==> config.mk <==
export PLATFORM = sky130hd
export DESIGN_NAME = decodificador_multiplexado_flat
export DESIGN_NICKNAME = d
export VERILOG_FILES = /design/src/rtl/decodificador_multiplexado_pkg.sv /design/src/rtl/decodificador_multiplexado_if.sv /design/src/rtl/decodificador_multiplexado_hex_a_7seg.sv /design/src/rtl/decodificador_multiplexado.sv /design/src/flat_wrapper.sv
export SDC_FILE = /design/constraint.sdc
export NUM_CORES = 1
export LEC_CHECK = 0
export ABC_CLOCK_PERIOD_IN_PS = 7400
export CORE_MARGIN = 1
export CORE_UTILIZATION = 31
export DETAILED_ROUTE_END_ITERATION = 12
export SYNTH_ARGS = -nofsm -noshare
export SYNTH_HDL_FRONTEND = slang
export SYNTH_SLANG_ARGS = --single-unit
==> constraint.sdc <==
create_clock -name clk -period 7.4 [get_ports clk]
set_clock_uncertainty 0.15 [all_clocks]
set_input_delay 0.74 -clock clk [delete_from_list [all_inputs] [get_ports clk]]
set_output_delay 0.74 -clock clk [all_outputs]
set_load 0.05 [all_outputs]
==> src/rtl/decodificador_multiplexado_pkg.sv <==
// Shared constants for the multiplexed 7-segment decoder:
// segment codes, blank code and segment bit positions.
package decodificador_pkg;

  // Bit positions inside the segment bus {dp,g,f,e,d,c,b,a}
  localparam int unsigned SEG_A  = 0;
  localparam int unsigned SEG_B  = 1;
  localparam int unsigned SEG_C  = 2;
  localparam int unsigned SEG_D  = 3;
  localparam int unsigned SEG_E  = 4;
  localparam int unsigned SEG_F  = 5;
  localparam int unsigned SEG_G  = 6;
  localparam int unsigned SEG_DP = 7;

  localparam logic [6:0] SEG_APAGADO = 7'h00;

  // Active-high g..a codes for hex digits 0..F
  localparam logic [6:0] SEG_HEX [16] = '{
    7'h3F, 7'h06, 7'h5B, 7'h4F, 7'h66, 7'h6D, 7'h7D, 7'h07,
    7'h7F, 7'h6F, 7'h77, 7'h7C, 7'h39, 7'h5E, 7'h79, 7'h71
  };

endpackage

==> src/rtl/decodificador_multiplexado_if.sv <==
// Datapath-to-display bundle: load handshake in, digit enables and
// segment bus out. master = value producer, slave = decoder.
interface decodificador_multiplexado_if #(
  parameter int unsigned DIGITOS = 4
);
  logic [4*DIGITOS-1:0] Entrada;
  logic [DIGITOS-1:0]   puntos;
  logic                 cargar;
  logic                 ocupado;
  logic [DIGITOS-1:0]   Habilita;
  logic [7:0]           Salida;

  modport master (
    output Entrada, puntos, cargar,
    input  ocupado, Habilita, Salida
  );

  modport slave (
    input  Entrada, puntos, cargar,
    output ocupado, Habilita, Salida
  );
endinterface

==> src/rtl/decodificador_multiplexado_hex_a_7seg.sv <==
// Combinational hex nibble to 7-segment (g..a) code.
module hex_a_7seg
  import decodificador_pkg::*;
(
  input  logic [3:0] nibble,
  output logic [6:0] segmentos
);

  // Table lookup of the segment pattern
  always_comb begin
    segmentos = SEG_HEX[nibble];
  end

endmodule

==> src/rtl/decodificador_multiplexado.sv <==
// Multiplexed DIGITOS-digit hex display driver with refresh prescaler,
// digit scan and frame-aligned load handshake.
// Optional macro BLANCO_CEROS_EN: blank leading zero digits (digit 0 never).
module decodificador_multiplexado
  import decodificador_pkg::*;
#(
  parameter int unsigned DIGITOS  = 4,
  parameter int unsigned PRESCALA = 50000
) (
  input logic clk,
  input logic rst,
  decodificador_multiplexado_if.slave bus
);

  localparam int unsigned ANCHO_CONT = $clog2(PRESCALA);
  localparam int unsigned ANCHO_IND  = $clog2(DIGITOS);
  localparam logic [ANCHO_CONT-1:0] ULTIMA_CUENTA = ANCHO_CONT'(PRESCALA - 1);
  localparam logic [ANCHO_IND-1:0]  ULTIMO_DIGITO = ANCHO_IND'(DIGITOS - 1);

  logic [ANCHO_CONT-1:0] contador, contador_sig;
  logic [ANCHO_IND-1:0]  indice, indice_sig;
  logic [4*DIGITOS-1:0]  sombra, sombra_sig, mostrado, mostrado_sig;
  logic [DIGITOS-1:0]    sombra_dp, sombra_dp_sig, mostrado_dp, mostrado_dp_sig;
  logic                  pendiente, pendiente_sig;
  logic                  tick, fin_trama;
  logic [3:0]            nibble_sel;
  logic [6:0]            seg_hex, seg_final;
  logic                  dp_sel;

  hex_a_7seg u_hex (
    .nibble    (nibble_sel),
    .segmentos (seg_hex)
  );

  // Prescaler, scan pointer and shadow/displayed next-state logic
  always_comb begin
    tick            = (contador == ULTIMA_CUENTA);
    fin_trama       = tick && (indice == ULTIMO_DIGITO);
    contador_sig    = tick ? '0 : contador + ANCHO_CONT'(1);
    indice_sig      = indice;
    sombra_sig      = sombra;
    sombra_dp_sig   = sombra_dp;
    mostrado_sig    = mostrado;
    mostrado_dp_sig = mostrado_dp;
    pendiente_sig   = pendiente;
    if (tick) begin
      indice_sig = fin_trama ? '0 : indice + ANCHO_IND'(1);
    end
    if (bus.cargar) begin
      sombra_sig    = bus.Entrada;
      sombra_dp_sig = bus.puntos;
    end
    // A load landing on the frame boundary goes straight to the display,
    // so it is newer than anything waiting in the shadow.
    if (fin_trama) begin
      pendiente_sig = 1'b0;
      if (bus.cargar) begin
        mostrado_sig    = bus.Entrada;
        mostrado_dp_sig = bus.puntos;
      end else if (pendiente) begin
        mostrado_sig    = sombra;
        mostrado_dp_sig = sombra_dp;
      end
    end else if (bus.cargar) begin
      pendiente_sig = 1'b1;
    end
  end

  // Segment pattern of the digit that becomes active on the next edge
  always_comb begin
    nibble_sel = mostrado_sig[{indice_sig, 2'b00} +: 4];
    dp_sel     = mostrado_dp_sig[indice_sig];
`ifdef BLANCO_CEROS_EN
    begin
      logic [DIGITOS-1:0] apagar;
      logic               cero_arriba;
      apagar      = '0;
      cero_arriba = 1'b1;
      for (int unsigned k = DIGITOS; k > 0; k--) begin
        cero_arriba = cero_arriba && (mostrado_sig[4*(k-1) +: 4] == 4'h0);
        apagar[k-1] = cero_arriba;
      end
      apagar[0] = 1'b0;
      seg_final = apagar[indice_sig] ? SEG_APAGADO : seg_hex;
    end
`else
    seg_final = seg_hex;
`endif
  end

  // State and registered display outputs
  always_ff @(posedge clk) begin
    if (rst) begin
      contador     <= '0;
      indice       <= '0;
      sombra       <= '0;
      sombra_dp    <= '0;
      mostrado     <= '0;
      mostrado_dp  <= '0;
      pendiente    <= 1'b0;
      bus.ocupado  <= 1'b0;
      bus.Habilita <= DIGITOS'(1);
      bus.Salida   <= {1'b0, SEG_HEX[0]};
    end else begin
      contador     <= contador_sig;
      indice       <= indice_sig;
      sombra       <= sombra_sig;
      sombra_dp    <= sombra_dp_sig;
      mostrado     <= mostrado_sig;
      mostrado_dp  <= mostrado_dp_sig;
      pendiente    <= pendiente_sig;
      bus.ocupado  <= pendiente_sig;
      bus.Habilita <= DIGITOS'(1) << indice_sig;
      bus.Salida   <= {dp_sel, seg_final};
    end
  end

endmodule

==> src/flat_wrapper.sv <==
// flat-port wrapper written by rule: the top's interface ports become plain ports
module decodificador_multiplexado_flat import decodificador_pkg::*;
#(
  parameter int unsigned DIGITOS  = 4,
  parameter int unsigned PRESCALA = 50000
)
  (clk, rst, bus_Entrada, bus_puntos, bus_cargar, bus_ocupado, bus_Habilita, bus_Salida);
  decodificador_multiplexado_if #(.DIGITOS(DIGITOS)) bus_i ();
  input logic clk;
  input logic rst;
  input wire logic [$bits(bus_i.Entrada)-1:0] bus_Entrada;
  input wire logic [$bits(bus_i.puntos)-1:0] bus_puntos;
  input wire logic [$bits(bus_i.cargar)-1:0] bus_cargar;
  output wire logic [$bits(bus_i.ocupado)-1:0] bus_ocupado;
  output wire logic [$bits(bus_i.Habilita)-1:0] bus_Habilita;
  output wire logic [$bits(bus_i.Salida)-1:0] bus_Salida;
  assign bus_i.Entrada = bus_Entrada;
  assign bus_i.puntos = bus_puntos;
  assign bus_i.cargar = bus_cargar;
  assign bus_ocupado = bus_i.ocupado;
  assign bus_Habilita = bus_i.Habilita;
  assign bus_Salida = bus_i.Salida;
  decodificador_multiplexado #(.DIGITOS(DIGITOS), .PRESCALA(PRESCALA)) u_core (.clk(clk), .rst(rst), .bus(bus_i));
endmodule
==> impl_metrics.tcl <==
set metrics [dict create \
    cts_resized 0 \
    multiInputGateArea_um2 1890 \
    dr.first_iter.drc_count 153 \
    crit_required_ps 7470 \
    drt_wl_total_um 7900 \
    placedCellCount 540 \
    min_period_ps 3860 \
    hpwlAfterDp_um 5290 \
    end_kind "flip-flop" \
    synth_flop_cell "dfxtp_1" \
    die_x_um 108 \
    final_cell_mix "nor2_1 (90), dfxtp_1 (71), clkdlybuf4s50_1 (33)" \
    ios 36 \
    nNetsFinal 443 \
    clk_pin_slew_worst_paths_ps 70 \
    track_usage_pct 15.0 \
    clock_latency_ps 350 \
    grt_overflow 0 \
    ys_warn_count 0 \
    finalMaxSlewViolations 0 \
    start_util_pct 31.9 \
    setup_violations 0 \
    grt_pass1_vias 2853 \
    finalCritPeriodShare_pct 52.2 \
    utilization_pct 37.8 \
    stdcell_count 555 \
    syn-num-nets 416 \
    clkSinkCount 71 \
    start_kind "flip-flop" \
    power.total_mw 0.781 \
    gp_congestion 0.818 \
    die_area_um2 11600 \
    hp-class "reg -> reg" \
    antenna_left 0 \
    async_reset_ff_share_pct 0 \
    drc 0 \
    std_cell_rows 38 \
    status "complete, no violations" \
    grt_pass1_wl_um 13600 \
    p_leak_nw 1.66 \
    ctsHoldBuffers 0 \
    yosysUniqueCellTypes 45 \
    slew_headroom_pct 35.0 \
    cp_data_arrival_time_ps 3940 \
    synthCells 384 \
    grt_max_degree 55 \
    synth_enable_flop_cells 0 \
    maxCapViolations 0 \
    cts_tree "built" \
    final_common_cell "nor2_1" \
    root_buffer "clkbuf_8" \
    fin_setup_tns_ps 0 \
    rsz0062_at_grt "false" \
    ir_drop_mv 0.0799 \
    drt-pass1-iter-count 5 \
    ys_seq_elements 71 \
    crit_type "reg -> reg" \
    syn_to_final_growth_pct 18.6 \
    path_max_fanout 34 \
    cts_buffers 9 \
    syn_avg_cell_area_um2 9.04 \
    postCtsSetupBuffers 0 \
    p_per_area_nw_per_um2 190 \
    tightest_slew_ps 976 \
    antenna_found_initial 0 \
    hold_viol_final 0 \
    final_layout_size_suffix_gt1_share_pct 12.3 \
    num_vias 2815 \
    vias_per_cell 5.07 \
    core_um2 10900 \
    ff_latch_area_um2 1420 \
    ys_seq_area_share_pct 41.0 \
    netlist_area_um2 3470 \
    fill_cells 1093 \
    antenna_cells 0 \
    cts_max_level 3 \
    reg2reg_slack_ps 3540 \
    wl_per_cell_um 14.2 \
    clockBufferDepth 2 \
    fmax_mhz 259 \
    port_buffers 35 \
    fp.dieH_um 108 \
]
==> path summary, 6_finish.rpt <==
path | from | endpoint | cells past startpoint
setup reg to reg | u_core.contador[5]$_SDFF_PP0_ | u_core.bus.Salida[3]$_SDFF_PP1_ | 12
setup / recovery | u_core.contador[5]$_SDFF_PP0_ | u_core.bus.Salida[3]$_SDFF_PP1_ | 12
hold reg to reg | u_core.contador[0]$_SDFF_PP0_ | u_core.contador[0]$_SDFF_PP0_ | 1
hold / removal | u_core.contador[0]$_SDFF_PP0_ | u_core.contador[0]$_SDFF_PP0_ | 1
==> routing by layer <==
layer	share of wire (%)	up-vias	GRT usage, %
met5	0	-	0
met2	49	40	26.8
li1	-	1413	-
met3	3.6	11	3.33
met1	46	1351	17.2
met4	1.6	0	6.16
==> critical path, stage by stage, from the launching register on <==
cell       delay (ps)
dfxtp_1           350
or4b_4            590
nor4_4            290
buf_4             410
mux2_2            380
nor2_1            230
o22ai_1           110
or2_2             360
inv_1             140
ha_1              210
a21oi_1            60
a2111oi_0         370
a31oi_1            70
==> kinds of logic (layout without fill, tap and decap cells) <==
group,after synthesis,count (layout),share of synthesized area (%)
flops,71,71,41.0
compound gates,56,56,12.6
buf+inv,35,66,4.47
mux,43,43,13.2
fa+ha+maj,9,9,3.25
simple gates,156,156,22.0
xor+xnor,14,14,3.53
==> registers in the layout (all words and copies together), names as in the netlist <==
| register | count |
|---|---|
| u_core.bus.Habilita | 4 |
| u_core.bus.Salida | 8 |
| u_core.bus.ocupado | 1 |
| u_core.contador | 16 |
| u_core.indice | 2 |
| u_core.mostrado | 16 |
| u_core.mostrado_dp | 4 |
| u_core.sombra | 16 |
| u_core.sombra_dp | 4 |
==> per-stage QoR <==
stage,instance area [um2],hold WS [ps],worst slack [ps]
after detailed placement,3910,283,3310
after floorplan,3470,263,3520
after CTS,4120,295,3530
after global placement,3910,273,3430
after global routing,4120,322,3260
final,4120,291,3540
==> area by class of cell <==
cell class | count | area share [%]
Clock buffer | 11 | 3.43
Inverter | 12 | 1.09
Sequential cell | 71 | 34.5
Tap cell | 140 | 4.26
Clock inverter | 4 | 1.70
Multi-Input combinational cell | 278 | 46.0
Timing Repair Buffer | 39 | 9.00
==> synth_stat cells, drive strengths merged, types with 9 or more instances <==
cell	number	area (um2)
ha	9	113
dfxtp	71	1420
nand2	11	43.8
and3	20	125
o21ai	9	48.8
nor2	90	338
mux2	19	218
nand3	9	45.0
clkbuf	16	60.1
a32o	14	140
inv	12	45.0
mux2i	24	240
==> power breakdown <==
group | total (mW) | switching (mW) | internal (mW)
combinational | 0.0482 | 0.0264 | 0.0218
sequential | 0.397 | 0.00711 | 0.390
clock | 0.336 | 0.140 | 0.196
No activity file was read; power rests on OpenSTA's default activity.
